## src/rtl/axi_stream_extract_header_if.sv

```systemverilog
// rtl/axi_stream_extract_header_if.sv - token, input, header and payload channels of the header extractor
interface axi_stream_extract_header_if #(
    parameter int DATA_WD      = 32,
    parameter int DATA_BYTE_WD = DATA_WD / 8,
    parameter int BYTE_CNT_WD  = $clog2(DATA_BYTE_WD)
);
    logic                    valid_extract;
    logic [BYTE_CNT_WD-1:0]  byte_extract_cnt;
    logic                    ready_extract;

    logic                    valid_in;
    logic [DATA_WD-1:0]      data_in;
    logic [DATA_BYTE_WD-1:0] keep_in;
    logic                    last_in;
    logic                    ready_in;

    logic                    valid_hdr;
    logic [DATA_WD-1:0]      data_hdr;
    logic [DATA_BYTE_WD-1:0] keep_hdr;
    logic                    short_hdr;
    logic                    ready_hdr;

    logic                    valid_out;
    logic [DATA_WD-1:0]      data_out;
    logic [DATA_BYTE_WD-1:0] keep_out;
    logic                    last_out;
    logic                    ready_out;

    modport master (
        output valid_extract, byte_extract_cnt, valid_in, data_in, keep_in, last_in,
               ready_hdr, ready_out,
        input  ready_extract, ready_in, valid_hdr, data_hdr, keep_hdr, short_hdr,
               valid_out, data_out, keep_out, last_out
    );

    modport slave (
        input  valid_extract, byte_extract_cnt, valid_in, data_in, keep_in, last_in,
               ready_hdr, ready_out,
        output ready_extract, ready_in, valid_hdr, data_hdr, keep_hdr, short_hdr,
               valid_out, data_out, keep_out, last_out
    );
endinterface

```

## src/rtl/axi_stream_extract_header.sv

```systemverilog
// rtl/axi_stream_extract_header.sv - strips n leading bytes into a header channel and re-aligns the payload
module axi_stream_extract_header #(
    parameter int DATA_WD      = 32,
    parameter int DATA_BYTE_WD = DATA_WD / 8,
    parameter int BYTE_CNT_WD  = $clog2(DATA_BYTE_WD)
) (
    input logic clk,
    input logic rst,
    axi_stream_extract_header_if.slave bus
);
    localparam int W  = DATA_BYTE_WD;
    localparam int CW = BYTE_CNT_WD + 1;
    localparam logic [W-1:0] ALL_ONES = '1;

    typedef enum logic [1:0] {S_IDLE, S_HDR, S_BODY, S_FLUSH} state_t;

    state_t              r_state, w_state_next;
    logic [CW-1:0]       r_n;
    logic [DATA_WD-1:0]  r_res;
    logic [CW-1:0]       r_res_cnt;
    logic                r_hdr_valid, r_hdr_short;
    logic [DATA_WD-1:0]  r_hdr_data;
    logic [W-1:0]        r_hdr_keep;
    logic                r_out_valid, r_out_last;
    logic [DATA_WD-1:0]  r_out_data;
    logic [W-1:0]        r_out_keep;

    logic                w_ready_extract, w_ready_in;
    logic [CW-1:0]       w_k, w_r, w_hn, w_hdr_drop;
    logic [DATA_WD-1:0]  w_data_m;
    logic                w_tok_fire, w_in_fire, w_out_free;

    function automatic logic [W-1:0] msb_mask(input logic [CW-1:0] c);
        return ~(ALL_ONES >> c);
    endfunction

    function automatic logic [W-1:0] lsb_mask(input logic [CW-1:0] c);
        return ~(ALL_ONES << c);
    endfunction

    // Lanes outside keep_in are zeroed so garbage never reaches either output.
    always_comb begin
        w_k      = '0;
        w_data_m = '0;
        for (int i = 0; i < W; i++) begin
            w_k = w_k + CW'(bus.keep_in[i]);
            w_data_m[8*i +: 8] = bus.data_in[8*i +: 8] & {8{bus.keep_in[i]}};
        end
    end

    assign w_r        = CW'(W) - r_n;
    assign w_hn       = (w_k < r_n) ? w_k : r_n;
    assign w_hdr_drop = CW'(W) - w_hn;
    assign w_tok_fire = bus.valid_extract && w_ready_extract;
    assign w_in_fire  = bus.valid_in && w_ready_in;
    assign w_out_free = !r_out_valid || bus.ready_out;

    always_ff @(posedge clk or posedge rst) begin
        if (rst) r_state <= S_IDLE;
        else     r_state <= w_state_next;
    end

    always_comb begin
        w_state_next    = r_state;
        w_ready_extract = 1'b0;
        w_ready_in      = 1'b0;
        case (r_state)
            S_IDLE: begin
                w_ready_extract = 1'b1;
                if (w_tok_fire) w_state_next = S_HDR;
            end
            S_HDR: begin
                w_ready_in = !r_hdr_valid;
                if (w_in_fire) begin
                    if (bus.last_in && w_k <= r_n) w_state_next = S_IDLE;
                    else if (bus.last_in)          w_state_next = S_FLUSH;
                    else                           w_state_next = S_BODY;
                end
            end
            S_BODY: begin
                w_ready_in = w_out_free;
                if (w_in_fire && bus.last_in)
                    w_state_next = (w_k <= r_n) ? S_IDLE : S_FLUSH;
            end
            default: begin
                if (w_out_free) w_state_next = S_IDLE;
            end
        endcase
    end

    always_ff @(posedge clk or posedge rst) begin
        if (rst) begin
            r_n         <= '0;
            r_res       <= '0;
            r_res_cnt   <= '0;
            r_hdr_valid <= 1'b0;
            r_hdr_short <= 1'b0;
            r_hdr_data  <= '0;
            r_hdr_keep  <= '0;
            r_out_valid <= 1'b0;
            r_out_last  <= 1'b0;
            r_out_data  <= '0;
            r_out_keep  <= '0;
        end else begin
            if (w_tok_fire) r_n <= {1'b0, bus.byte_extract_cnt} + CW'(1);
            if (r_hdr_valid && bus.ready_hdr) r_hdr_valid <= 1'b0;
            if (r_out_valid && bus.ready_out) r_out_valid <= 1'b0;
            case (r_state)
                S_HDR: if (w_in_fire) begin
                    r_hdr_valid <= 1'b1;
                    r_hdr_data  <= w_data_m >> {w_hdr_drop, 3'b000};
                    r_hdr_keep  <= lsb_mask(w_hn);
                    r_hdr_short <= bus.last_in && (w_k < r_n);
                    r_res       <= w_data_m << {r_n, 3'b000};
                    r_res_cnt   <= (w_k > r_n) ? w_k - r_n : '0;
                end
                S_BODY: if (w_in_fire) begin
                    // Carried r bytes on top, the first n bytes of this beat below them.
                    r_out_valid <= 1'b1;
                    r_out_data  <= r_res | (w_data_m >> {w_r, 3'b000});
                    r_res       <= w_data_m << {r_n, 3'b000};
                    r_out_keep  <= ALL_ONES;
                    r_out_last  <= 1'b0;
                    if (bus.last_in) begin
                        if (w_k <= r_n) begin
                            r_out_keep <= msb_mask(w_r + w_k);
                            r_out_last <= 1'b1;
                        end else begin
                            r_res_cnt  <= w_k - r_n;
                        end
                    end
                end
                S_FLUSH: if (w_out_free) begin
                    r_out_valid <= 1'b1;
                    r_out_data  <= r_res;
                    r_out_keep  <= msb_mask(r_res_cnt);
                    r_out_last  <= 1'b1;
                end
                default: ;
            endcase
        end
    end

    assign bus.ready_extract = w_ready_extract;
    assign bus.ready_in      = w_ready_in;
    assign bus.valid_hdr     = r_hdr_valid;
    assign bus.data_hdr      = r_hdr_data;
    assign bus.keep_hdr      = r_hdr_keep;
    assign bus.short_hdr     = r_hdr_short;
    assign bus.valid_out     = r_out_valid;
    assign bus.data_out      = r_out_data;
    assign bus.keep_out      = r_out_keep;
    assign bus.last_out      = r_out_last;
endmodule

```

## src/flat_wrapper.sv

```systemverilog
// flat-port wrapper written by rule: the top's interface ports become plain ports
module axi_stream_extract_header_flat 
#(
    parameter int DATA_WD      = 32,
    parameter int DATA_BYTE_WD = DATA_WD / 8,
    parameter int BYTE_CNT_WD  = $clog2(DATA_BYTE_WD)
)
  (clk, rst, bus_valid_extract, bus_byte_extract_cnt, bus_valid_in, bus_data_in, bus_keep_in, bus_last_in, bus_ready_hdr, bus_ready_out, bus_ready_extract, bus_ready_in, bus_valid_hdr, bus_data_hdr, bus_keep_hdr, bus_short_hdr, bus_valid_out, bus_data_out, bus_keep_out, bus_last_out);
  axi_stream_extract_header_if #(.DATA_WD(DATA_WD), .DATA_BYTE_WD(DATA_BYTE_WD), .BYTE_CNT_WD(BYTE_CNT_WD)) bus_i ();
  input logic clk;
  input logic rst;
  input wire logic [$bits(bus_i.valid_extract)-1:0] bus_valid_extract;
  input wire logic [$bits(bus_i.byte_extract_cnt)-1:0] bus_byte_extract_cnt;
  input wire logic [$bits(bus_i.valid_in)-1:0] bus_valid_in;
  input wire logic [$bits(bus_i.data_in)-1:0] bus_data_in;
  input wire logic [$bits(bus_i.keep_in)-1:0] bus_keep_in;
  input wire logic [$bits(bus_i.last_in)-1:0] bus_last_in;
  input wire logic [$bits(bus_i.ready_hdr)-1:0] bus_ready_hdr;
  input wire logic [$bits(bus_i.ready_out)-1:0] bus_ready_out;
  output wire logic [$bits(bus_i.ready_extract)-1:0] bus_ready_extract;
  output wire logic [$bits(bus_i.ready_in)-1:0] bus_ready_in;
  output wire logic [$bits(bus_i.valid_hdr)-1:0] bus_valid_hdr;
  output wire logic [$bits(bus_i.data_hdr)-1:0] bus_data_hdr;
  output wire logic [$bits(bus_i.keep_hdr)-1:0] bus_keep_hdr;
  output wire logic [$bits(bus_i.short_hdr)-1:0] bus_short_hdr;
  output wire logic [$bits(bus_i.valid_out)-1:0] bus_valid_out;
  output wire logic [$bits(bus_i.data_out)-1:0] bus_data_out;
  output wire logic [$bits(bus_i.keep_out)-1:0] bus_keep_out;
  output wire logic [$bits(bus_i.last_out)-1:0] bus_last_out;
  assign bus_i.valid_extract = bus_valid_extract;
  assign bus_i.byte_extract_cnt = bus_byte_extract_cnt;
  assign bus_i.valid_in = bus_valid_in;
  assign bus_i.data_in = bus_data_in;
  assign bus_i.keep_in = bus_keep_in;
  assign bus_i.last_in = bus_last_in;
  assign bus_i.ready_hdr = bus_ready_hdr;
  assign bus_i.ready_out = bus_ready_out;
  assign bus_ready_extract = bus_i.ready_extract;
  assign bus_ready_in = bus_i.ready_in;
  assign bus_valid_hdr = bus_i.valid_hdr;
  assign bus_data_hdr = bus_i.data_hdr;
  assign bus_keep_hdr = bus_i.keep_hdr;
  assign bus_short_hdr = bus_i.short_hdr;
  assign bus_valid_out = bus_i.valid_out;
  assign bus_data_out = bus_i.data_out;
  assign bus_keep_out = bus_i.keep_out;
  assign bus_last_out = bus_i.last_out;
  axi_stream_extract_header #(.DATA_WD(DATA_WD), .DATA_BYTE_WD(DATA_BYTE_WD), .BYTE_CNT_WD(BYTE_CNT_WD)) u_core (.clk(clk), .rst(rst), .bus(bus_i));
endmodule
```

## config.mk

```make
export PLATFORM = sky130hd
export DESIGN_NAME = axi_stream_extract_header_flat
export DESIGN_NICKNAME = d
export VERILOG_FILES = /design/src/rtl/axi_stream_extract_header_if.sv /design/src/rtl/axi_stream_extract_header.sv /design/src/flat_wrapper.sv
export SDC_FILE = /design/constraint.sdc
export NUM_CORES = 1
export LEC_CHECK = 0
export BUFFER_PORTS_ARGS = -buffer_cell sky130_fd_sc_hd__buf_2
export CAP_MARGIN = 20
export CORE_ASPECT_RATIO = 0.6
export CORE_MARGIN = 4
export CORE_UTILIZATION = 57
export CTS_CLUSTER_SIZE = 30
export DETAILED_ROUTE_END_ITERATION = 6
export PLACE_DENSITY = 0.81
export SLEW_MARGIN = 30
export SYNTH_ARGS = -nofsm -noshare
export SYNTH_HDL_FRONTEND = slang
export SYNTH_SLANG_ARGS = --single-unit
```

## constraint.sdc

```tcl
create_clock -name clk -period 4.33 [get_ports clk]
set_input_delay 0 -clock clk [delete_from_list [all_inputs] [get_ports clk]]
set_output_delay 0 -clock clk [all_outputs]
set_load 0.005 [all_outputs]
```

==> summary.md, run 1 <==
| Metric | Value |
|---|---|
| Status | `finished clean` |
| Clk_lat worst skew | `410 ps` |
| CTS H-tree lvls | `4` |
| Root Buffer | `clkbuf_16` |
| Critical Path AT | `4110 ps` |
| Die height | `92.9 um` |
| Routability cong. | `0.974` |
| Total clock sinks | `116` |
| Die ar. | `13900 um2` |
| Crit-path slowest cell | `or4_1` |
| Top-count cell post-synth | `dfrtp_1` |
| Final setup viols | `0` |
| RSZ-0062 raised after global routing | `no` |
| Vias per cell | `6.42` |
| Largest net degree at the start of global routing | `71` |
| Fill count | `858` |
| Final wirelength | `21.6 mm` |
| Critical path fanouts, max | `17` |
| Tcrit/Tclk final | `0.868` |
| Cell family with the largest share of critical-path delay | `simple AND/OR/NAND/NOR gates` |
| Met3 GRT Util | `0.106` |
| Worst R2R Setup Slack | `810 ps` |
| Share of cells above drive strength 1 | `0.246` |
| Hold Vio Cnt, Final | `0` |
| Register area share after synthesis | `0.424` |
| Crit path kind | `primary input to flop` |
| Setup crit end | `u_core.bus.data_hdr[15]$_DFFE_PP0P_` |
| IO Count | `123` |
| Syn Nets | `771` |
| Worst path bufs/invs | `4` |
| Router iterations before antenna repair | `5` |
| Crit path launch type | `primary input` |
| Max cap viols | `0` |
| GR Util met2 | `0.471` |
| Post-route antenna net violation count | `0` |
| Commonest cells post-synth | `dfrtp_1 (116), nand2_1 (98), mux2i_1 (43), inv_1 (41), nor2_1 (37)` |
| Number of flops mapped to enable cells by yosys | `0` |
| Crit-path cells | `buf_2 -> ha_1 -> inv_1 -> fa_1 -> inv_1 -> ha_1 -> ha_1 -> and3b_1 -> nor3_4 -> nor2_8 -> inv_4 -> ha_1 -> ha_1 -> nand2_1 -> or4_1 -> nor3_1 -> a221o_1` |
| Post-synth ARST share | `1.00` |
| Setup TNS | `0 ps` |
| Busiest grt layer | `met2` |
| Clk buf depth | `2` |
| N_diodes | `0` |
| Levels on crit path | `17` |
| Largest cells by area after synthesis | `dfrtp_1 (42%), mux2i_1 (6.3%), nand2_1 (5.4%)` |
| Top FF cell, synth | `dfrtp_1` |
| Top cell by count, worst path | `ha_1` |
| Fmax | `266 MHz` |
| Synth cell types | `61` |
| PD cells | `783 nW/um2` |
| Synth Cell Area | `6850 um2` |
| HP Class | `primary input to flop` |
| Synth top area share | `0.424` |
| TritonCTS Buffers | `17` |
| Gate Count Post-Synth | `708` |
| Worst Setup SP | `bus_keep_in[1]` |
| Post-route DRC | `0` |
| Chip width | `149 um` |
| Leakage | `3.94 nW` |
| # resized after CTS | `0` |
| First-pass GRT wire length | `34.7 mm` |
| Min Clock Period, post-route | `3760 ps` |
| Reg-to-Reg End | `u_core.bus.data_hdr[15]$_DFFE_PP0P_` |
| VDD IR max | `402 uV` |
| Synth-to-Final Area Change | `20.4%` |
| Initial Utilization | `0.594` |
| Drt initial violations | `815` |
| Core Box Area | `11500 um2` |
| Fin nets | `890` |
| Max-slew headroom | `0.416` |
| Total track usage | `0.322` |
| Clock Skews | `6.44 ps` |
| Port Buffers | `122` |
| Initial antenna violation count | `0` |
| Worst endpoint required time | `4680 ps` |
| Hold WS | `7.32 ps` |
| Setup Fix Bufs, Post-CTS | `0` |
| Vias | `6424` |
| Crit. End Element | `flop` |
| Synthesis Warnings | `0` |
| WL per Instance | `21.6 um` |
| Total gr overflow | `0` |
| CTS tree | `built` |
| FF-to-FF Start | `u_core.r_n[2]$_DFFE_PP0P_` |
| Cell taking the most area after synthesis | `dfrtp_1` |
| Clock-pin slew on the worst setup and hold paths | `60 ps` |
| Crit-path max cell delay | `720 ps` |
| Worst R2R Path Depth | `12` |
| GR Util met1 | `0.460` |
| Fin. max-slew vios | `0` |
| Syn Area/Cell | `9.67 um2` |
| Actual slew at the worst max-slew pin | `874 ps` |
| DP Wirelength | `15.4 mm` |
| Row count | `30` |
| Synth Register Bits | `116` |
| Vias in the first global route | `6340` |
==> state kept, by name, summed over array words and instances (netlist names) <==
name	count
u_core.r_state	2
u_core.r_res	32
u_core.bus.data_hdr	32
u_core.bus.valid_out	1
u_core.bus.short_hdr	1
u_core.r_res_cnt	3
u_core.bus.last_out	1
u_core.r_n	3
u_core.bus.data_out	32
u_core.bus.valid_hdr	1
u_core.bus.keep_hdr	4
u_core.bus.keep_out	4
==> power breakdown <==
group          internal [mW]  switching, mW  total [mW]  leakage (nW)
clock                  0.858          0.526        1.38         0.271
sequential              1.50          0.263        1.77          1.53
combinational           1.33           1.97        3.30          2.14
==> area by class of cell <==
type	instances	area, um2	share of cell area
clock buffer	19	443	0.0537
clock inverter	13	135	0.0164
inverter	42	165	0.0200
multi-input combinational	496	3500	0.424
sequential	116	2900	0.352
tap	160	200	0.0243
timing repair buffer	154	901	0.109
==> timing repair <==
action                     4_1_cts  5_1_grt
hold endpoints to repair        90        0
hold buffers                    20        0
setup endpoints to repair        0        0
==> tightest hold or removal path, cell delays in order <==
cell	delay [ps]
buf_2	140
a31oi_1	110
mux2i_1	120
==> routing by layer <==
metal  vias up  wire length (um)
met5         -                 0
met4         0               409
met3        61              2670
met2       431              9380
met1      3120              9130
li1       2812                 -
==> how the worst min path moves through the flow <==
stage	from	end	cells past startpoint
detailed placement	bus_ready_hdr	u_core.bus.valid_hdr$_DFF_PP0_	2
finish	bus_data_in[30]	u_core.bus.data_out[30]$_DFFE_PP0P_	3
CTS	bus_data_in[30]	u_core.bus.data_out[30]$_DFFE_PP0P_	3
global placement	bus_ready_hdr	u_core.bus.valid_hdr$_DFF_PP0_	2
floorplan	bus_ready_hdr	u_core.bus.valid_hdr$_DFF_PP0_	1
global route	bus_data_in[30]	u_core.bus.data_out[30]$_DFFE_PP0P_	3
==> cells by family after synthesis <==
kind of cell	Yosys count	share of synthesized area
AOI/OAI and AO/OA	207	0.214
buffers and inverters	96	0.0676
and+or+nand+nor	196	0.135
muxes	71	0.117
DFF	116	0.424
xor gates and xnor gates	4	0.00622
adders and majority gates	18	0.0362
==> through the flow <==
| step | setup WS [ps] | cells | util | power, mW | area [um2] |
|---|---|---|---|---|---|
| global placement | 442 | 948 | 0.648 | 4.82 | 7460 |
| finish | 571 | 1000 | 0.715 | 6.45 | 8240 |
| global route | 373 | 1000 | 0.715 | 6.84 | 8240 |
| floorplan | 543 | 708 | - | 4.07 | 6850 |
| detailed placement | 281 | 948 | 0.648 | 4.96 | 7460 |
| CTS | 638 | 1000 | 0.715 | 6.38 | 8240 |
==> layout by cell type, fill, tap and decap left out, types with 3 or more instances in the layout <==
cell type	instances
dfrtp_1	115
a211oi_1	4
a22o_1	6
o21ai_0	25
nor3_2	3
o22ai_1	5
a311oi_1	8
nand2_1	98
clkinv_2	4
o2bb2ai_1	3
o21ai_1	5
a22oi_1	4
nand3_1	21
buf_4	12
a221o_1	16
a21o_1	9
dlygate4sd3_1	20
a21oi_1	28
nand2b_1	5
buf_2	122
nor2b_1	3
ha_1	15
mux4_2	5
nor3_1	6
a2bb2oi_1	4
mux2_1	4
nor2_1	37
a31oi_1	24
inv_1	40
o21bai_1	17
clkinvlp_4	5
o31ai_1	32
o22a_1	8
mux2i_1	43
nand3b_1	7
or3_1	6
mux2_2	19
clkbuf_16	17
fa_1	3
No activity file was read; power rests on OpenSTA's default activity.
==> inputs of run 2 (changes only) <==
Settings changed: REMOVE_ABC_BUFFERS set to 1.
==> run 2 against run 1 <==
  * Final cell count is 0.50% higher
  * Combinational power rose by 1%
  * Clock power rose by 11%
  * Cell area rose by 1.3%
  * Clock-buffer cell count decreased by 1
  * Core utilization rose by 0.91 points
  * First-iteration DRC count fell by 4.3%
  * Total power increased by 2.8%
  * Via count shrank 1.1%
  * Critical path type unchanged
  * Largest cell class unchanged
==> summary.md, run 2 (synthesis results as in run 1) <==
| Metric | Value |
|---|---|
| Most frequent cells in the layout | `buf_2 (122), dfrtp_1 (115), nand2_1 (98)` |
| Die ar. | `13900 um2 (unchanged)` |
| Clk_lat worst skew | `420 ps (about the same)` |
| Max-slew headroom | `0.507 (+0.0913)` |
| Final core utilization | `0.725 (+0.00912)` |
| Clock Skews | `10.5 ps (+4.03 ps)` |
| N_diodes | `0 (unchanged)` |
| WL per Instance | `21.4 um (-1.1%)` |
| Root Buffer | `clkbuf_16` |
| Fin. max-slew vios | `0 (unchanged)` |
| Fin nets | `895 (+0.56%)` |
| Initial antenna violation count | `0 (unchanged)` |
| CTS tree | `built` |
| Post-route cell area | `8350 um2 (+1.3%)` |
| Actual slew at the worst max-slew pin | `735 ps (-139 ps)` |
| Clk buf depth | `2 (unchanged)` |
| Port Buffers | `122 (unchanged)` |
| Critical path fanouts, max | `17 (unchanged)` |
| Crit path launch type | `primary input` |
| Total gr overflow | `0 (unchanged)` |
| Synth-to-Final Area Change | `22.0%` |
| DP Wirelength | `15.2 mm (-1.4%)` |
| Drt initial violations | `780 (-4.3%)` |
| Share of cells above drive strength 1 | `0.252 (+0.00564)` |
| Vias | `6356 (-1.1%)` |
| FF-to-FF Start | `u_core.r_n[2]$_DFFE_PP0P_` |
| Leakage | `4.00 nW (+1.6%)` |
| Min Clock Period, post-route | `3790 ps (+32.5 ps)` |
| Clock-pin slew on the worst setup and hold paths | `60 ps (about the same)` |
| Tcrit/Tclk final | `0.876 (+0.00751)` |
| Setup TNS | `0 ps (unchanged)` |
| First-pass GRT wire length | `34.1 mm (-1.6%)` |
| Hold Crit Start | `bus_data_in[29]` |
| Total clock sinks | `116 (unchanged)` |
| RSZ-0062 raised after global routing | `no` |
| Critical Path AT | `4140 ps (+30 ps)` |
| Largest net degree at the start of global routing | `66 (-7.0%)` |
| Total track usage | `0.318 (-0.00410)` |
| Hold Vio Cnt, Final | `0 (unchanged)` |
| Hold endpoint | `u_core.bus.data_out[29]$_DFFE_PP0P_` |
| Post-route antenna net violation count | `0 (unchanged)` |
| PD cells | `794 nW/um2 (+1.5%)` |
| Reg-to-Reg End | `u_core.bus.data_hdr[3]$_DFFE_PP0P_` |
| Routability cong. | `1.00 (+2.7%)` |
| Final wirelength | `21.5 mm (-0.57%)` |
| Router iterations before antenna repair | `5 (unchanged)` |
| Crit. End Element | `flop` |
| Fmax | `264 MHz (-0.86%)` |
| CTS H-tree lvls | `4 (unchanged)` |
| Status | `finished clean` |
| VDD IR max | `447 uV (+11%)` |
| Setup Fix Bufs, Post-CTS | `0 (unchanged)` |
| Worst R2R Path Depth | `11 (-1)` |
| Vias in the first global route | `6143 (-3.1%)` |
| Worst endpoint required time | `4680 ps (about the same)` |
| Fill count | `848 (-1.2%)` |
| Most common cell after layout, fill and taps aside | `buf_2` |
| IO Count | `123 (unchanged)` |
| Worst Hold Depth | `3 (unchanged)` |
| HP Class | `primary input to flop` |
| Post-route DRC | `0 (unchanged)` |
| Core Box Area | `11500 um2 (unchanged)` |
| Placed inst area | `7510 um2 (+0.62%)` |
| Die height | `92.9 um (unchanged)` |
| Row count | `30 (unchanged)` |
| Final setup viols | `0 (unchanged)` |
| Worst R2R Setup Slack | `780 ps (-30 ps)` |
| Crit path kind | `primary input to flop` |
| Vias per cell | `6.32 (-1.6%)` |
| Max cap viols | `0 (unchanged)` |
| TritonCTS Buffers | `17 (unchanged)` |
| Initial Utilization | `0.594 (unchanged)` |
| Chip width | `149 um (unchanged)` |
-- run 2: changes by cell type in the layout (fill, tap and decap cells not counted) --
cell / change
bufinv_16: +2
nor4_4: +1
inv_6: +2
clkinv_4: +1
clkinv_2: -3
clkbuf_1: -1
nor4_2: -1
inv_4: +1
clkinvlp_4: -2
buf_4: +5
-- run 2: worst max-delay path, stage by stage --
cell     delay, ps
buf_2          210
ha_1           320
inv_1           50
fa_1           360
inv_1           60
ha_1           270
ha_1           370
and3b_1        270
nor2_1         250
a21oi_1        190
ha_1           230
ha_1           300
nand2_1         50
or4_1          720
a21oi_1        310
a221o_1        160
-- run 2: cell type report --
cell class / count / area, um2 / area share
clock buffers: 18 / 439 / 0.0526
clock inverters: 14 / 200 / 0.0240
inverters: 42 / 163 / 0.0195
multi-input cells: 496 / 3500 / 0.420
flip-flops and latches: 116 / 2900 / 0.348
well taps: 160 / 200 / 0.0240
repair buffers: 159 / 938 / 0.112
-- run 2: through the flow --
stage	cells	hold slack, ps	setup WS (ps)	power (mW)
floorplan	654	96.4	-1120	3.91
global placement	953	36.0	443	4.87
detailed placement	953	45.2	311	4.98
CTS	1005	21.4	615	6.58
global route	1005	53.8	322	7.02
finish	1005	42.2	538	6.63
-- run 2: power breakdown --
part	leakage, nW	total, mW	switching, mW	internal [mW]
Combinational	2.17	3.34	1.98	1.36
Sequential	1.53	1.76	0.255	1.50
Clock	0.304	1.53	0.550	0.985
-- run 2: metal layers --
layer | up-vias | GRT usage | wire length [um]
met2 | 454 | 0.440 | 8920
li1 | 2815 | - | -
met3 | 29 | 0.111 | 2880
met4 | 0 | 0.0792 | 261
met1 | 3058 | 0.474 | 9400
met5 | - | 0 | 0
-- run 2: how the worst max path moves through the flow --
stage                                        startpoint                                  end  slack [ps]  cells past startpoint
after global routing                     bus_keep_in[1]   u_core.bus.data_hdr[3]$_DFFE_PP0P_         320                     16
after detailed placement                 bus_keep_in[1]   u_core.bus.data_hdr[2]$_DFFE_PP0P_         310                     16
after global placement                   bus_keep_in[1]  u_core.bus.data_hdr[12]$_DFFE_PP0P_         440                     16
after CTS                                bus_keep_in[1]   u_core.bus.data_hdr[3]$_DFFE_PP0P_         610                     16
final                                    bus_keep_in[1]   u_core.bus.data_hdr[3]$_DFFE_PP0P_         540                     16
after floorplan           u_core.r_state[0]$_DFFE_PP0P_  u_core.bus.data_out[13]$_DFFE_PP0P_       -1120                      6
-- run 2: repair_timing --
item,4_1_cts,5_1_grt
hold endpoints to repair,63,0
hold buffers,20,0
resized for setup,0,0
==> inputs of run 3 (changes only) <==
Settings changed: REMOVE_ABC_BUFFERS 1 to unset, SLEW_MARGIN 30 to 25.
==> run 3 against run 2 <==
  * The run now ends with DRC left
  * Clock power down 9.8%
  * Hold slack worse by 30 ps
  * Clock skew down 4.2 ps
  * First-iteration DRC count up 4.0%
  * Wire length up 0.37%
  * Combinational power down 1%
  * Highest routed layer unchanged
==> summary.md, run 3 (synthesis results as in run 1) <==
| Metric | Value |
|---|---|
| Die height | `92.9 um (unchanged)` |
| WL per Instance | `21.5 um (+0.87%)` |
| Total clock sinks | `116 (unchanged)` |
| Final setup viols | `0 (unchanged)` |
| Routability cong. | `0.974 (-2.6%)` |
| Leakage | `3.94 nW (-1.5%)` |
| RSZ-0062 raised after global routing | `no` |
| Status | `finished with violations` |
| # hold bufs at CTS | `20 (unchanged)` |
| Vias in the first global route | `6340 (+3.2%)` |
| Chip width | `149 um (unchanged)` |
| Violated checks | `DRC` |
| Clock-pin slew on the worst setup and hold paths | `60 ps (about the same)` |
| Clock Skews | `6.27 ps (-4.20 ps)` |
| Total track usage | `0.322 (+0.00410)` |
| Setup TNS | `0 ps (unchanged)` |
| Post-route DRC | `2 (+2)` |
| Fmax | `264 MHz (+0.20%)` |
| Most frequent cells in the layout | `buf_2 (122), dfrtp_1 (115), nand2_1 (98)` |
| Fin nets | `890 (-0.56%)` |
| Synth-to-Final Area Change | `20.4%` |
| Worst endpoint required time | `4680 ps (about the same)` |
| DP Wirelength | `15.4 mm (+1.5%)` |
| Initial Utilization | `0.594 (unchanged)` |
| Hold WS | `12.3 ps (-29.9 ps)` |
| Top cell by count, worst path | `ha_1` |
| Post-route antenna net violation count | `0 (unchanged)` |
| Core Box Area | `11500 um2 (unchanged)` |
| N_diodes | `0 (unchanged)` |
| Row count | `30 (unchanged)` |
| Initial antenna violation count | `0 (unchanged)` |
| Max-slew headroom | `0.412 (-0.0951)` |
| Clk buf depth | `2 (unchanged)` |
| VDD IR max | `403 uV (-9.8%)` |
| Min Clock Period, post-route | `3780 ps (-7.44 ps)` |
| Placed Instances | `948 (-0.52%)` |
| Crit-path max cell delay | `730 ps (about the same)` |
| Final WS setup | `546 ps (+7.44 ps)` |
| PD cells | `782 nW/um2 (-1.5%)` |
| Router iterations before antenna repair | `7 (+2)` |
| Crit path kind | `primary input to flop` |
| Fill count | `855 (+0.83%)` |
| Drt initial violations | `811 (+4.0%)` |
| Critical Path AT | `4130 ps (about the same)` |
| Worst R2R Setup Slack | `780 ps (about the same)` |
| Hold Vio Cnt, Final | `0 (unchanged)` |
| Actual slew at the worst max-slew pin | `880 ps (+145 ps)` |
| Non-Filler Instances | `1000 (-0.50%)` |
| Most common cell after layout, fill and taps aside | `buf_2` |
| Pwr Total | `6.45 mW (-2.8%)` |
| HP Class | `primary input to flop` |
| TritonCTS Buffers | `17 (unchanged)` |
| Root Buffer | `clkbuf_16` |
| Total gr overflow | `0 (unchanged)` |
| Final wirelength | `21.5 mm (+0.37%)` |
| Max cap viols | `0 (unchanged)` |
| Crit-path slowest cell | `or4_1` |
| Crit path launch type | `primary input` |
| Tcrit/Tclk final | `0.874 (-0.00172)` |
| # resized after CTS | `0 (unchanged)` |
| CTS tree | `built` |
| CTS H-tree lvls | `4 (unchanged)` |
| Setup Fix Bufs, Post-CTS | `0 (unchanged)` |
| Critical path fanouts, max | `17 (unchanged)` |
| Port Buffers | `122 (unchanged)` |
| Vias per cell | `6.41 (+1.4%)` |
| Die ar. | `13900 um2 (unchanged)` |
| Largest net degree at the start of global routing | `71 (+7.6%)` |
| Clk_lat worst skew | `420 ps (about the same)` |
| Share of cells above drive strength 1 | `0.246 (-0.00564)` |
| Fin. max-slew vios | `0 (unchanged)` |
| Vias | `6412 (+0.88%)` |
| IO Count | `123 (unchanged)` |
| Pre-CTS setup slack | `281 ps (-30.2 ps)` |
| First-pass GRT wire length | `34.7 mm (+1.6%)` |
| Crit. End Element | `flop` |
| Crit-path cells | `buf_2 -> ha_1 -> inv_1 -> fa_1 -> inv_1 -> ha_1 -> ha_1 -> and3b_1 -> nor3_4 -> nor2_8 -> inv_4 -> ha_1 -> ha_1 -> nand2_1 -> or4_1 -> nor3_1 -> a221o_1` |
==> run 3: cell count changes in the layout (fill, tap and decap cells not counted), sizes merged <==
cell | before | now
bufinv | 4 | 2
clkinvlp | 3 | 5
clkbuf | 18 | 19
buf | 139 | 134
clkinv | 4 | 6
inv | 45 | 42
==> run 3: layout make-up <==
cell class | count | area, um2 | share of cell area
tap | 160 | 200 | 0.0243
clock buffer | 19 | 443 | 0.0537
timing repair buffer | 154 | 901 | 0.109
multi-input combinational | 496 | 3500 | 0.424
sequential | 116 | 2900 | 0.352
clock inverter | 13 | 135 | 0.0164
inverter | 42 | 163 | 0.0197
==> run 3: worst paths after layout <==
check                                             from                                  end  cells past startpoint
max                                     bus_keep_in[1]  u_core.bus.data_hdr[15]$_DFFE_PP0P_                     17
min                                    bus_data_in[31]  u_core.bus.data_out[31]$_DFFE_PP0P_                      3
max reg2reg                  u_core.r_n[2]$_DFFE_PP0P_  u_core.bus.data_hdr[15]$_DFFE_PP0P_                     12
min reg2reg                u_core.r_res[6]$_DFFE_PP0P_          u_core.r_res[6]$_DFFE_PP0P_                      2
max in group asynchronous                          rst         u_core.r_res[11]$_DFFE_PP0P_                      4
min in group asynchronous                          rst   u_core.bus.keep_hdr[3]$_DFFE_PP0P_                      3
==> run 3: through the flow <==
step	area, um2	utilization
6_report	8240	0.715
5_1_grt	8240	0.715
4_1_cts	8240	0.715
3_5_place_dp	7460	0.648
3_3_place_gp	7460	0.648
2_1_floorplan	6850	-
==> run 3: critical path, delay by kind of cell <==
family	cells	cell delay, ps
adder cells (fa/ha/maj)	6	1590
AO/OA/AOI/OAI	1	180
AND/OR/NAND/NOR	6	1920
buffers and inverters	4	430
==> run 3: layer usage <==
metal / vias up / global-route usage / wire length (um)
met5: - / 0 / 0
met4: 0 / 0.0861 / 422
met3: 60 / 0.106 / 2890
met2: 444 / 0.471 / 9290
met1: 3096 / 0.460 / 8930
li1: 2812 / - / -
==> run 3: report_power, final <==
group	switching (mW)	leakage [nW]	internal, mW	total, mW
Sequential	0.262	1.53	1.50	1.77
Clock	0.527	0.271	0.857	1.38
Combinational	1.96	2.14	1.33	3.30
Total	2.75	3.94	3.69	6.45
